<file path="src/rtl/axi_lite_pkg.sv">
// Shared definitions for the AES register slave AXI4-Lite port:
// response codes and the read-channel FSM state encoding.
package axi_lite_pkg;

  localparam logic [1:0] AXI_RESP_OKAY   = 2'b00;
  localparam logic [1:0] AXI_RESP_SLVERR = 2'b10;

  typedef enum logic [1:0] {
    RD_IDLE = 2'd0,
    RD_WAIT = 2'd1,
    RD_RESP = 2'd2
  } rd_state_e;

  localparam int RD_CNT_W = 3;

endpackage : axi_lite_pkg

</file>
<file path="src/rtl/axi_lite_read.sv">
// AXI4-Lite read-channel responder: one outstanding read, a single-cycle
// register-file strobe, fixed-latency capture, and a held R beat.
module axi_lite_read
  import axi_lite_pkg::*;
#(
  parameter int C_ADDR_WIDTH = 10,
  parameter int C_DATA_WIDTH = 32,
  parameter int C_RD_LATENCY = 1   // legal range 1..4
) (
  input  logic                    clk,
  input  logic                    reset,
  input  logic [C_ADDR_WIDTH-1:0] araddr,
  input  logic                    arvalid,
  output logic                    arready,
  output logic                    rvalid,
  input  logic                    rready,
  output logic [C_DATA_WIDTH-1:0] rdata,
  output logic [1:0]              rresp,
  output logic [C_ADDR_WIDTH-1:0] reg_rd_addr,
  output logic                    reg_rd_en,
  input  logic [C_DATA_WIDTH-1:0] reg_rd_data,
  input  logic                    reg_rd_err
);

  localparam logic [RD_CNT_W-1:0] CNT_LOAD = RD_CNT_W'(C_RD_LATENCY);

  rd_state_e                 state_q, state_d;
  logic [RD_CNT_W-1:0]       cnt_q, cnt_d;
  logic                      arready_q, arready_d;
  logic                      rvalid_q, rvalid_d;
  logic [C_DATA_WIDTH-1:0]   rdata_q, rdata_d;
  logic [1:0]                rresp_q, rresp_d;
  logic [C_ADDR_WIDTH-1:0]   reg_rd_addr_q, reg_rd_addr_d;
  logic                      reg_rd_en_q, reg_rd_en_d;

  always_comb begin
    // NOTE: every _d starts from its held value so no path leaves it unassigned (no latches).
    state_d       = state_q;
    cnt_d         = cnt_q;
    arready_d     = arready_q;
    rvalid_d      = rvalid_q;
    rdata_d       = rdata_q;
    rresp_d       = rresp_q;
    reg_rd_addr_d = reg_rd_addr_q;
    reg_rd_en_d   = 1'b0;

    unique case (state_q)
      RD_IDLE: begin
        // arready comes up one cycle after reset, so arvalid is ignored until then.
        arready_d = 1'b1;
        if (arvalid && arready_q) begin
          reg_rd_addr_d = araddr;
          reg_rd_en_d   = 1'b1;
          arready_d     = 1'b0;
          cnt_d         = CNT_LOAD;
          state_d       = RD_WAIT;
        end
      end
      RD_WAIT: begin
        if (cnt_q == '0) begin
          rdata_d  = reg_rd_data;
          rresp_d  = reg_rd_err ? AXI_RESP_SLVERR : AXI_RESP_OKAY;
          rvalid_d = 1'b1;
          state_d  = RD_RESP;
        end else begin
          cnt_d = cnt_q - RD_CNT_W'(1);
        end
      end
      RD_RESP: begin
        if (rready) begin
          rvalid_d  = 1'b0;
          arready_d = 1'b1;
          state_d   = RD_IDLE;
        end
      end
      default: state_d = RD_IDLE;
    endcase
  end

  // NOTE: sequential state uses non-blocking assignments only.
  always_ff @(posedge clk) begin
    if (reset) begin
      state_q       <= RD_IDLE;
      cnt_q         <= '0;
      arready_q     <= 1'b0;
      rvalid_q      <= 1'b0;
      rdata_q       <= '0;
      rresp_q       <= AXI_RESP_OKAY;
      reg_rd_addr_q <= '0;
      reg_rd_en_q   <= 1'b0;
    end else begin
      state_q       <= state_d;
      cnt_q         <= cnt_d;
      arready_q     <= arready_d;
      rvalid_q      <= rvalid_d;
      rdata_q       <= rdata_d;
      rresp_q       <= rresp_d;
      reg_rd_addr_q <= reg_rd_addr_d;
      reg_rd_en_q   <= reg_rd_en_d;
    end
  end

  assign arready     = arready_q;
  assign rvalid      = rvalid_q;
  assign rdata       = rdata_q;
  assign rresp       = rresp_q;
  assign reg_rd_addr = reg_rd_addr_q;
  assign reg_rd_en   = reg_rd_en_q;

endmodule : axi_lite_read

</file>
<file path="config.mk">
export PLATFORM = sky130hd
export DESIGN_NAME = axi_lite_read
export DESIGN_NICKNAME = d
export VERILOG_FILES = /design/src/rtl/axi_lite_pkg.sv /design/src/rtl/axi_lite_read.sv
export SDC_FILE = /design/constraint.sdc
export NUM_CORES = 1
export LEC_CHECK = 0
export CAP_MARGIN = 15
export CORE_AREA = 2 2 71 73
export CTS_CLUSTER_SIZE = 40
export DETAILED_ROUTE_END_ITERATION = 6
export DIE_AREA = 0 0 73 75
export PLACE_DENSITY = 0.83
export SETUP_SLACK_MARGIN = 0.02
export SLEW_MARGIN = 10
export SYNTH_ARGS = -nofsm -noshare
export SYNTH_HDL_FRONTEND = slang
export SYNTH_SLANG_ARGS = --single-unit
</file>
<file path="constraint.sdc">
create_clock -name clk -period 3.3 [get_ports clk]
set_input_delay 0.33 -clock clk [delete_from_list [all_inputs] [get_ports clk]]
set_output_delay 0.33 -clock clk [all_outputs]
set_load 0.02 [all_outputs]
</file>
== After elaboration in Yosys (flattened, before gate mapping) ==
Index checks and enable logic that the tools add are counted.

* Flip-flop bits (word level): 52
* Input port bits: 47
* Output and inout port bits: 47
* Logic and storage cells: 44

* Add/subtract/negate cells: 1
* Equality and inequality tests: 6
* Multiplexer cells: 15
* Bitwise operators: 1
* Reduce and logical (&&, ||, !) cells: 13

{| class="wikitable"
|+ Operators with widths
! cell !! count
|-
| 3-bit AND reduction || 3
|-
| 2-bit two-way mux || 4
|-
| 2-bit inequality test (second input constant) || 4
|-
| 3-bit two-way mux || 2
|-
| 2-bit one-hot mux with 3 select lines || 1
|-
| 3-bit one-hot mux with 2 select lines || 1
|-
| 2-bit AND reduction || 3
|-
| 2-bit nonzero test || 3
|-
| 1-bit two-way mux || 5
|-
| 1-bit one-hot mux with 2 select lines || 2
|-
| 3-bit zero test || 1
|-
| 3-bit by 1-bit subtractor with 3-bit output (second input constant) || 1
|-
| 2-bit by 1-bit equality test with 1-bit output (second input constant) || 1
|-
| 2-bit equality test (second input constant) || 1
|-
| 2-bit zero test || 1
|-
| 2-bit OR reduction || 1
|-
| 1-bit logical AND || 1
|-
| 1-bit inverter || 1
|}

== Logic depth before layout (Yosys ltp) ==
Gate-level depths: netlist of the first run.

* Depth in word-level cells: 3
* Depth in mapped cells: 7
* Depth with buffers taken out: 5

== Worst setup path after synthesis of the first run ==
OpenSTA, ideal clock, no wires.

* Path kind: reg-to-reg
* From: register cnt_q[0]
* To: register rvalid_q, in the netlist rvalid
* Library setup time: 0.130 ns
* Data arrival time: 1.184 ns
* Required time: 3.170 ns
* Setup slack: 1.986 ns
* Cell stages (with the launch flop): 8
* Buffers on the path: 2
* Period minus slack after synthesis: 1.314 ns
* Cells stage by stage: dfxtp_1 > inv_1 > ha_1 > and4bb_1 > buf_4 > buf_6 > a21oi_2 > nor2_1

* Longest elaborated chain between the ends: 3

{| class="wikitable"
|+ Ends and longest elaborated chain
! item !! line !! source
|-
| from (decl) || axi_lite_read.sv:28 || <nowiki>logic [RD_CNT_W-1:0] cnt_q, cnt_d;</nowiki>
|-
| from (signal assigned) || axi_lite_read.sv:93 || <nowiki>cnt_q <= cnt_d;</nowiki>
|-
| 3-bit zero test || axi_lite_read.sv:60 || <nowiki>if (cnt_q == '0) begin</nowiki>
|-
| 2-bit inequality test (no line) || - ||
|-
| 3-bit AND reduction (no line) || - ||
|-
| to (signal assigned) || axi_lite_read.sv:95 || <nowiki>rvalid_q <= rvalid_d;</nowiki>
|-
| to (decl) || axi_lite_read.sv:30 || <nowiki>logic rvalid_q, rvalid_d;</nowiki>
|}

No other way between the ends.
A chain may end at the register's enable or synchronous reset.

== Final worst setup path of the first run ==
* From: register cnt_q[0]
* To: register rdata_q[20], in the netlist rdata[20]

* Longest elaborated chain between the ends: 2

{| class="wikitable"
|+ Ends and longest elaborated chain
! item !! line !! source
|-
| 3-bit zero test || axi_lite_read.sv:60 ||
|-
| 2-bit AND reduction (no line) || - ||
|-
| to (signal assigned) || axi_lite_read.sv:96 || <nowiki>rdata_q <= rdata_d;</nowiki>
|-
| to (decl) || axi_lite_read.sv:31 || <nowiki>logic [C_DATA_WIDTH-1:0] rdata_q, rdata_d;</nowiki>
|}

No other way between the ends.

==> results of run 1 <==
[path summary, 6_finish.rpt]
path	from	to	slack, ns	cells past startpoint
worst min-delay path	reg_rd_addr[6]	reg_rd_addr[6]	0.45	2
worst max register to register	cnt_q[0]	rdata[20]	1.37	6
worst max-delay path	cnt_q[0]	rdata[20]	1.37	6
worst min register to register	reg_rd_addr[6]	reg_rd_addr[6]	0.45	2
[sequential cells by signal, indices dropped and copies added (netlist names)]
name and count:
rdata 32, reg_rd_addr 10, cnt_q 3, state_q 2
arready 1, reg_rd_en 1, rresp 1, rvalid 1
[power by group]
| part | internal (W) | switching, W |
|---|---|---|
| clock network | 0.000303 | 0.000197 |
| registers | 0.000643 | 0.0000149 |
| logic | 0.000118 | 0.000112 |
[synthesized netlist by cell type, drive strengths merged, types with 2 or more instances]
library cell	count
nand2b	2
or3	2
a21oi	48
dfxtp	51
nand2	86
clkbuf	6
buf	11
nand3b	3
nand4bb	2
inv	3
ha	2
and4bb	2
nor3	2
nor2	3
[cell type report]
class,count,area [µm²]
repair buffers,95,938.4
inverters,3,11.26
clock inverters,2,60.06
flip-flops and latches,51,1021
clock buffers,6,72.57
fillers,421,1613
multi-input cells,158,877.1
well taps,54,67.56
[cell families (layout without fill, tap and decap cells)]
| family | Yosys count | after routing |
|---|---|---|
| flops | 51 | 51 |
| other cells | 1 | 1 |
| fa+ha+maj | 2 | 2 |
| simple gates | 104 | 104 |
| compound gates | 51 | 51 |
| buf+inv | 20 | 106 |
[cells in the final DEF (no fill, tap or decap)]
cell,n
sky130_fd_sc_hd__clkbuf_8,5
sky130_fd_sc_hd__a211oi_1,1
sky130_fd_sc_hd__nor2_1,3
sky130_fd_sc_hd__o211ai_1,1
sky130_fd_sc_hd__nand3_1,1
sky130_fd_sc_hd__ha_1,2
sky130_fd_sc_hd__a21oi_1,18
sky130_fd_sc_hd__nand2b_1,2
sky130_fd_sc_hd__buf_2,1
sky130_fd_sc_hd__nand4bb_1,2
sky130_fd_sc_hd__nand3b_1,3
sky130_fd_sc_hd__nand2_2,9
sky130_fd_sc_hd__a21oi_2,30
sky130_fd_sc_hd__nor2b_1,1
sky130_fd_sc_hd__inv_1,3
sky130_fd_sc_hd__conb_1,1
sky130_fd_sc_hd__nand2_1,77
sky130_fd_sc_hd__and4bb_1,2
sky130_fd_sc_hd__buf_4,3
sky130_fd_sc_hd__nor3_1,2
sky130_fd_sc_hd__clkdlybuf4s50_1,91
sky130_fd_sc_hd__clkbuf_1,1
sky130_fd_sc_hd__bufinv_16,2
sky130_fd_sc_hd__o21a_1,1
sky130_fd_sc_hd__dfxtp_1,51
sky130_fd_sc_hd__or3_1,2
[per-layer routing]
metal	up-vias	global-route usage, %
met2	69	29.23
met4	0	4.938
met5	-	0
met1	764	20.72
li1	907	-
met3	6	6.560
[worst register-to-register path, cell delays in order (launching register included)]
cell and delay [ns]:
sky130_fd_sc_hd__dfxtp_1 0.30, sky130_fd_sc_hd__inv_1 0.12, sky130_fd_sc_hd__ha_1 0.21, sky130_fd_sc_hd__and4bb_1 0.63, sky130_fd_sc_hd__buf_4 0.37, sky130_fd_sc_hd__nand2_1 0.10
sky130_fd_sc_hd__a21oi_2 0.12
[per-stage QoR]
| step | cell area, µm² | setup slack, ns | util, % |
|---|---|---|---|
| after floorplan | 2021 | 1.986 | - |
| final | 3048 | 1.369 | 65.40 |
| after global routing | 3048 | 1.157 | 65.40 |
| after CTS | 3048 | 1.326 | 65.40 |
| after detailed placement | 2915 | 1.333 | 62.55 |
| after global placement | 2915 | 1.341 | 62.55 |
==> report_table.html, run 1 <==
<table>
<tr><th>Metric</th><th>Value</th></tr>
<tr><th colspan="2">Logic synthesis</th></tr>
<tr><td>Largest family of logic cells by synthesized area</td><td>simple AND/OR/NAND/NOR gates</td></tr>
<tr><td>Syn. warnings</td><td>0</td></tr>
<tr><td>Share of flip-flops with an asynchronous set or reset</td><td>0%</td></tr>
<tr><td>Synth cell types</td><td>25</td></tr>
<tr><td>Synthesis-stage register bit count</td><td>51</td></tr>
<tr><td>Number of enable-type register cells in the synthesized netlist</td><td>0</td></tr>
<tr><td>Cell type with the largest total area after synthesis</td><td>sky130_fd_sc_hd__dfxtp_1</td></tr>
<tr><td>Fraction of the mapped netlist area in adder cells</td><td>1.238%</td></tr>
<tr><td>Portion of netlist area occupied by mux cells</td><td>0%</td></tr>
<tr><td>Count of mapped cells out of synthesis</td><td>229</td></tr>
<tr><td>Netlist area before placement</td><td>2021 µm²</td></tr>
<tr><td>Synth Area in Compound Gates</td><td>a little under a fifth</td></tr>
<tr><td>Post-synthesis sequential area ratio</td><td>roughly 51%</td></tr>
<tr><td>Commonest register cell after synthesis</td><td>sky130_fd_sc_hd__dfxtp_1</td></tr>
<tr><td>Share of synthesized cell area in and, or, nand and nor gates</td><td>approximately a quarter</td></tr>
<tr><td>Fraction of synthesized cell area in xor and xnor cells</td><td>0%</td></tr>
<tr><td>Mean instance size in the synthesized netlist</td><td>about 9 µm²</td></tr>
<tr><td>Synthesized netlist net count</td><td>around 280</td></tr>
<tr><td>Fraction of synthesized cell area taken by the top area cell type</td><td>between 50% and 60%</td></tr>
<tr><td>Top post-synthesis cells by area</td><td>sky130_fd_sc_hd__dfxtp_1, sky130_fd_sc_hd__nand2_1, sky130_fd_sc_hd__a21oi_2</td></tr>
<tr><th colspan="2">Setup path</th></tr>
<tr><td>Number of buffers and inverters on the critical path</td><td>2</td></tr>
<tr><td>Critical path launch point type</td><td>register</td></tr>
<tr><td>Critical Path Slowest Stage Cell</td><td>sky130_fd_sc_hd__and4bb_1</td></tr>
<tr><td>Element type at the critical path end</td><td>register</td></tr>
<tr><td>Cell family contributing the most delay on the critical path</td><td>simple AND/OR/NAND/NOR gates</td></tr>
<tr><td>Critical setup path kind</td><td>register to register</td></tr>
<tr><td>Cell Chain, Critical Path</td><td>inv_1, ha_1, and4bb_1, buf_4, nand2_1, a21oi_2</td></tr>
<tr><td>Critical Path Max Stage Delay</td><td>~0.63 ns</td></tr>
<tr><td>Peak fanout along the critical path</td><td>19</td></tr>
<tr><td>CP arrival</td><td>approximately 2.2 ns</td></tr>
<tr><td>Required arrival time at the worst endpoint</td><td>3.53 ns</td></tr>
<tr><th colspan="2">Global route</th></tr>
<tr><td>Vias in the first global route</td><td>roughly 1700</td></tr>
<tr><td>Pin count of the biggest net entering global routing</td><td>40</td></tr>
<tr><td>Total global routing track utilization</td><td>17.33%</td></tr>
<tr><td>Remaining global-route overflow</td><td>0</td></tr>
<tr><td>Number of antenna violations at the first check in global routing</td><td>0</td></tr>
<tr><td>Wire length of the first global-routing pass</td><td>roughly 7.4 mm</td></tr>
<tr><th colspan="2">Placed design</th></tr>
<tr><td>Inst Count DP</td><td>approximately 360</td></tr>
<tr><td>Placer Congestion</td><td>between 0.6 and 0.7</td></tr>
<tr><td>Final HPWL from detailed placement</td><td>about 3.2 mm</td></tr>
<tr><td>Count of buffers inserted at the top-level ports</td><td>just over 90</td></tr>
<tr><th colspan="2">Drt</th></tr>
<tr><td>Avg WL per Cell</td><td>about 12 µm</td></tr>
<tr><td>Top layer in use</td><td>met4</td></tr>
<tr><td>Vias</td><td>approximately 1700</td></tr>
<tr><td>Wire length on met2</td><td>approximately 2.1 mm</td></tr>
<tr><td>Number of DRC markers in iteration 0</td><td>between 90 and 100</td></tr>
<tr><td>Initial DRT Pass Iterations</td><td>4</td></tr>
<tr><td>Met3 routed WL</td><td>around 430 µm</td></tr>
<tr><td>Met1 layer wirelength in the final routing</td><td>between 1.5 and 2 mm</td></tr>
<tr><td>Final wirelength</td><td>roughly 4.6 mm</td></tr>
<tr><td>DRC</td><td>0</td></tr>
<tr><td>Routed via count divided by cell count</td><td>~4.7</td></tr>
<tr><td>Antenna-violating nets left</td><td>0</td></tr>
<tr><th colspan="2">Clock network</th></tr>
<tr><td>Count of hold-fix buffers inserted at cts</td><td>0</td></tr>
<tr><td>Level count of the clock H-tree</td><td>2</td></tr>
<tr><td>Later-pin clock latency in the skew report</td><td>~0.30 ns</td></tr>
<tr><td>Post-cts resize count</td><td>0</td></tr>
<tr><td>TritonCTS clock tree</td><td>built</td></tr>
<tr><td>Bufs on Longest Clock Path</td><td>2</td></tr>
<tr><td>Clock Tree Root</td><td>sky130_fd_sc_hd__clkbuf_8</td></tr>
<tr><td>Sinks on the clock net</td><td>51</td></tr>
<tr><td>Register clock-pin slew on the reported worst setup and hold paths</td><td>about 0.090 ns</td></tr>
<tr><td>Setup Fix Bufs, Post-CTS</td><td>0</td></tr>
<tr><td>Number of clock buffers inserted by TritonCTS</td><td>5</td></tr>
<tr><th colspan="2">Power and ir drop</th></tr>
<tr><td>Tot Pwr</td><td>0.001387 W</td></tr>
<tr><td>PD cells</td><td>approximately 460 nW/µm²</td></tr>
<tr><td>Leakage power figure</td><td>1.010 nW</td></tr>
<tr><td>Max VDD drop</td><td>between 150 and 200 µV</td></tr>
<tr><th colspan="2">Timing</th></tr>
<tr><td>Clock skew</td><td>around 0.004 ns</td></tr>
<tr><td>Worst hold slack after final layout</td><td>roughly 0.45 ns</td></tr>
<tr><td>Count of endpoints failing setup in the final report</td><td>0</td></tr>
<tr><td>Maximum achievable frequency</td><td>around 0.52 GHz</td></tr>
<tr><td>Worst max-slew margin expressed relative to the limit</td><td>40.95%</td></tr>
<tr><td>Max-slew violation count</td><td>0</td></tr>
<tr><td>RSZ-0062 raised after global routing</td><td>no</td></tr>
<tr><td>Final number of hold-violating endpoints</td><td>0</td></tr>
<tr><td>Minimum period implied by the final worst setup slack</td><td>approximately 1.9 ns</td></tr>
<tr><td>Setup_tns</td><td>0 ns</td></tr>
<tr><td>Post-route fraction of the period consumed by the critical path</td><td>~59%</td></tr>
<tr><td>Pin slew with the least headroom to its limit</td><td>slightly below 0.9 ns</td></tr>
<tr><th colspan="2">Die</th></tr>
<tr><td>Die outline area</td><td>~5500 µm²</td></tr>
<tr><td>Initial standard-cell utilization of the core</td><td>~43%</td></tr>
<tr><td>Placement row count</td><td>25</td></tr>
<tr><td>Core ar.</td><td>approximately 4700 µm²</td></tr>
<tr><td>Die Ht</td><td>~75 µm</td></tr>
<tr><td>Chip Width</td><td>73 µm</td></tr>
<tr><td>Num ports</td><td>94</td></tr>
<tr><th colspan="2">Cells and area</th></tr>
<tr><td>Area growth from synthesis to layout</td><td>50.84%</td></tr>
<tr><td>Ant diodes</td><td>0</td></tr>
<tr><td>Final #Nets</td><td>363</td></tr>
<tr><td>Fraction of layout instances using a drive strength above 1</td><td>15.87%</td></tr>
<tr><td>Final cell count without fillers</td><td>~370</td></tr>
<tr><th colspan="2">Run status</th></tr>
<tr><td>Outcome</td><td>finished, final reports clean</td></tr>
<tr><th colspan="2">Run</th></tr>
<tr><td>Maximum Capacitance Violations</td><td>0</td></tr>
<tr><th colspan="2">Worst hold path</th></tr>
<tr><td>Worst hold-check path type</td><td>register to register</td></tr>
</table>
Power figures use the tool's default switching activity.
==> inputs of run 2 (changes only) <==
--- a/config.mk
+++ b/config.mk
@@ -6,11 +6,11 @@
 export NUM_CORES = 1
 export LEC_CHECK = 0
 export CAP_MARGIN = 15
-export CORE_AREA = 2 2 71 73
+export CORE_AREA = 2 2 74 76
 export CTS_CLUSTER_SIZE = 40
 export DETAILED_ROUTE_END_ITERATION = 6
-export DIE_AREA = 0 0 73 75
-export PLACE_DENSITY = 0.83
+export DIE_AREA = 0 0 76 78
+export PLACE_DENSITY = 0.77
 export SETUP_SLACK_MARGIN = 0.02
 export SLEW_MARGIN = 10
 export SYNTH_ARGS = -nofsm -noshare
==> constraint.sdc (replaced) <==
create_clock -name clk -period 2 [get_ports clk]
set_input_delay 0.2 -clock clk [delete_from_list [all_inputs] [get_ports clk]]
set_output_delay 0.2 -clock clk [all_outputs]
set_load 0.02 [all_outputs]
==> run 2 against run 1 <==
Against the previous run:
- total power increased by 67%
- combinational power rose by 67%
- final cell count rose by 4.9%
- sequential cell count stayed put
- sequential power grew 66%
- non-clock buffer count grew 2
- critical path depth shrank 5
- hold slack got worse by 0.093 ns
- clock power increased by 70%
==> report_table.html, run 2 (same netlist as run 1, synthesis figures left out) <==
<table>
<tr><th>Metric</th><th>Value</th></tr>
<tr><th colspan="2">Placed design</th></tr>
<tr><td>Inst Count DP</td><td>379 (was 361)</td></tr>
<tr><td>Count of buffers inserted at the top-level ports</td><td>92 (unchanged)</td></tr>
<tr><td>Placer Congestion</td><td>0.7193 (was 0.6765)</td></tr>
<tr><td>Placement-stage worst setup slack</td><td>0.5576 ns (was 1.333 ns)</td></tr>
<tr><td>Final HPWL from detailed placement</td><td>3.111 mm (was 3.238 mm)</td></tr>
<tr><th colspan="2">Clock network</th></tr>
<tr><td>TritonCTS clock tree</td><td>built (unchanged)</td></tr>
<tr><td>Setup Fix Bufs, Post-CTS</td><td>0 (unchanged)</td></tr>
<tr><td>Bufs on Longest Clock Path</td><td>2 (unchanged)</td></tr>
<tr><td>Post-cts resize count</td><td>0 (unchanged)</td></tr>
<tr><td>Later-pin clock latency in the skew report</td><td>0.30 ns (about the same)</td></tr>
<tr><td>Register clock-pin slew on the reported worst setup and hold paths</td><td>0.10 ns (was 0.09 ns)</td></tr>
<tr><td>Clock Tree Root</td><td>sky130_fd_sc_hd__clkbuf_8 (unchanged)</td></tr>
<tr><td>Sinks on the clock net</td><td>51 (unchanged)</td></tr>
<tr><td>Level count of the clock H-tree</td><td>2 (unchanged)</td></tr>
<tr><td>Number of clock buffers inserted by TritonCTS</td><td>5 (unchanged)</td></tr>
<tr><td>Count of hold-fix buffers inserted at cts</td><td>0 (unchanged)</td></tr>
<tr><th colspan="2">Timing</th></tr>
<tr><td>Count of endpoints failing setup in the final report</td><td>0 (unchanged)</td></tr>
<tr><td>Maximum achievable frequency</td><td>0.6577 GHz</td></tr>
<tr><td>Max-slew violation count</td><td>0 (unchanged)</td></tr>
<tr><td>Pin slew with the least headroom to its limit</td><td>0.5721 ns (was 0.8857 ns)</td></tr>
<tr><td>Setup_tns</td><td>0 ns (unchanged)</td></tr>
<tr><td>Minimum period implied by the final worst setup slack</td><td>1.520 ns</td></tr>
<tr><td>Worst max-slew margin expressed relative to the limit</td><td>61.86% (was 40.95%)</td></tr>
<tr><td>RSZ-0062 raised after global routing</td><td>no (unchanged)</td></tr>
<tr><td>Final number of hold-violating endpoints</td><td>0 (unchanged)</td></tr>
<tr><td>Final setup margin</td><td>0.4796 ns (was 1.369 ns)</td></tr>
<tr><td>Clock skew</td><td>0.008784 ns (was 0.003918 ns)</td></tr>
<tr><td>Post-route fraction of the period consumed by the critical path</td><td>~76%</td></tr>
<tr><th colspan="2">Cells and area</th></tr>
<tr><td>Area growth from synthesis to layout</td><td>53.37% (was 50.84%)</td></tr>
<tr><td>Final cell count without fillers</td><td>387 (was 369)</td></tr>
<tr><td>Fraction of layout instances using a drive strength above 1</td><td>16.72% (was 15.87%)</td></tr>
<tr><td>Area used by multi-input combinational logic</td><td>877.1 µm² (unchanged)</td></tr>
<tr><td>Final #Nets</td><td>365 (was 363)</td></tr>
<tr><td>Largest register FFs</td><td>32 (unchanged)</td></tr>
<tr><td>Filler instances</td><td>463 (was 421)</td></tr>
<tr><td>Commonest non-fill, non-tap cell in the layout</td><td>sky130_fd_sc_hd__clkdlybuf4s50_1 (unchanged)</td></tr>
<tr><td>Highest-count cells in the layout ignoring fill and taps</td><td>sky130_fd_sc_hd__clkdlybuf4s50_1, sky130_fd_sc_hd__nand2_1, sky130_fd_sc_hd__dfxtp_1, sky130_fd_sc_hd__a21oi_2, sky130_fd_sc_hd__a21oi_1 (unchanged)</td></tr>
<tr><td>End-of-flow core utilization</td><td>61.46% (was 65.40%)</td></tr>
<tr><td>Ant diodes</td><td>0 (unchanged)</td></tr>
<tr><td>Register area</td><td>1021 µm² (unchanged)</td></tr>
<tr><th colspan="2">Setup path</th></tr>
<tr><td>CP arrival</td><td>1.32 ns (was 2.16 ns)</td></tr>
<tr><td>Element type at the critical path end</td><td>output pin (was register)</td></tr>
<tr><td>Peak fanout along the critical path</td><td>4 (was 19)</td></tr>
<tr><td>Critical path launch point type</td><td>register (unchanged)</td></tr>
<tr><td>Critical Path Max Stage Delay</td><td>0.64 ns (was 0.63 ns)</td></tr>
<tr><td>Required arrival time at the worst endpoint</td><td>1.80 ns (was 3.53 ns)</td></tr>
<tr><td>Critical Path Slowest Stage Cell</td><td>sky130_fd_sc_hd__clkdlybuf4s50_1 (was sky130_fd_sc_hd__and4bb_1)</td></tr>
<tr><td>Cell Chain, Critical Path</td><td>clkdlybuf4s50_1 (was inv_1, ha_1, and4bb_1, buf_4, nand2_1, a21oi_2)</td></tr>
<tr><td>Flop2flop setup slack</td><td>0.58 ns (was 1.37 ns)</td></tr>
<tr><td>Cell family contributing the most delay on the critical path</td><td>buffers and inverters (was simple AND/OR/NAND/NOR gates)</td></tr>
<tr><td>Number of buffers and inverters on the critical path</td><td>1 (was 2)</td></tr>
<tr><td>Critical setup path kind</td><td>register to output pin (was register to register)</td></tr>
<tr><th colspan="2">Global route</th></tr>
<tr><td>Number of antenna violations at the first check in global routing</td><td>0 (unchanged)</td></tr>
<tr><td>Wire length of the first global-routing pass</td><td>7.645 mm (was 7.403 mm)</td></tr>
<tr><td>Vias in the first global route</td><td>1698 (was 1687)</td></tr>
<tr><td>Pin count of the biggest net entering global routing</td><td>35 (was 40)</td></tr>
<tr><td>Total global routing track utilization</td><td>15.53% (was 17.33%)</td></tr>
<tr><td>Remaining global-route overflow</td><td>0 (unchanged)</td></tr>
<tr><th colspan="2">Power and ir drop</th></tr>
<tr><td>Switch Pwr</td><td>0.0005610 W (was 0.0003238 W)</td></tr>
<tr><td>Leakage power figure</td><td>1.024 nW (was 1.010 nW)</td></tr>
<tr><td>Net switching fraction of the power</td><td>24.18% (was 23.34%)</td></tr>
<tr><td>Tot Pwr</td><td>0.002320 W (was 0.001387 W)</td></tr>
<tr><td>Cell internal power dissipation</td><td>0.001759 W (was 0.001063 W)</td></tr>
<tr><td>PD cells</td><td>748.6 nW/µm² (was 455.1 nW/µm²)</td></tr>
<tr><td>Power share of the clock group</td><td>36.7% (was 36.0%)</td></tr>
<tr><td>Sequential share of power</td><td>46.8% (was 47.4%)</td></tr>
<tr><td>Relative contribution of combinational cells to total power</td><td>16.5% (was 16.6%)</td></tr>
<tr><td>Max VDD drop</td><td>366.3 µV (was 197.5 µV)</td></tr>
<tr><th colspan="2">Die</th></tr>
<tr><td>Num ports</td><td>94 (unchanged)</td></tr>
<tr><td>Chip Width</td><td>76 µm (was 73 µm)</td></tr>
<tr><td>Initial standard-cell utilization of the core</td><td>40.07% (was 43.36%)</td></tr>
<tr><td>Die outline area</td><td>5928 µm² (was 5475 µm²)</td></tr>
<tr><td>Placement row count</td><td>26 (was 25)</td></tr>
<tr><td>Die Ht</td><td>78 µm (was 75 µm)</td></tr>
<tr><td>Core ar.</td><td>5042 µm² (was 4661 µm²)</td></tr>
<tr><th colspan="2">Drt</th></tr>
<tr><td>Avg WL per Cell</td><td>11.64 µm (was 12.39 µm)</td></tr>
<tr><td>Antenna-violating nets left</td><td>0 (unchanged)</td></tr>
<tr><td>Vias</td><td>1796 (was 1746)</td></tr>
<tr><td>Number of DRC markers in iteration 0</td><td>64 (was 93)</td></tr>
<tr><td>Final wirelength</td><td>4.504 mm (was 4.573 mm)</td></tr>
<tr><td>Routed via count divided by cell count</td><td>4.641 (was 4.732)</td></tr>
<tr><td>DRC</td><td>0 (unchanged)</td></tr>
<tr><td>Initial DRT Pass Iterations</td><td>4 (unchanged)</td></tr>
<tr><th colspan="2">Run status</th></tr>
<tr><td>Outcome</td><td>finished, final reports clean (unchanged)</td></tr>
<tr><th colspan="2">Worst hold path</th></tr>
<tr><td>Worst hold-check path type</td><td>input pin to register (was register to register)</td></tr>
<tr><th colspan="2">Run</th></tr>
<tr><td>Maximum Capacitance Violations</td><td>0 (unchanged)</td></tr>
</table>
## run 2: cell types whose count changed in the layout (fill, tap and decap cells not counted)
cell	before	now
sky130_fd_sc_hd__buf_12	0	1
sky130_fd_sc_hd__clkbuf_1	1	0
sky130_fd_sc_hd__buf_4	3	4
sky130_fd_sc_hd__clkinvlp_4	0	1
## run 2: area by class of cell
cell class              count  area share [%]
clock buffers               5           2.220
inverters                   3          0.3633
repair buffers             97           31.17
clock inverters             3           2.180
well taps                  70           2.826
flip-flops and latches     51           32.94
multi-input cells         158           28.30
## run 2: final timing paths
check | endpoint | depth (start not counted) | from
max | arready | 1 | arready
min | rvalid | 2 | reset
max reg2reg | rdata[17] | 6 | cnt_q[0]
min reg2reg | rdata[2] | 2 | rdata[2]
## run 2: power by group through the flow
stage / clock network [W] / registers [W] / logic, W
after global placement: 0 / 0.00111 / 0.000384
final: 0.000851 / 0.00109 / 0.000384
after detailed placement: 0 / 0.00111 / 0.000386
after floorplan: 0 / 0.00116 / 0.000148
after global routing: 0.000910 / 0.00109 / 0.000414
after CTS: 0.000865 / 0.00109 / 0.000388
## run 2: routing by layer
metal  wire length [µm]  global-route usage, %
met1               1993                  18.79
met2               2018                  25.18
met3                431                  6.163
met4                 61                  5.455
met5                  0                      0
## run 2: stage by stage
stage	hold WS [ns]	cell area, µm²
floorplan	0.3269	2021
finish	0.3614	3099
global placement	0.4413	2963
global route	0.3896	3099
CTS	0.3722	3099
detailed placement	0.4480	2963
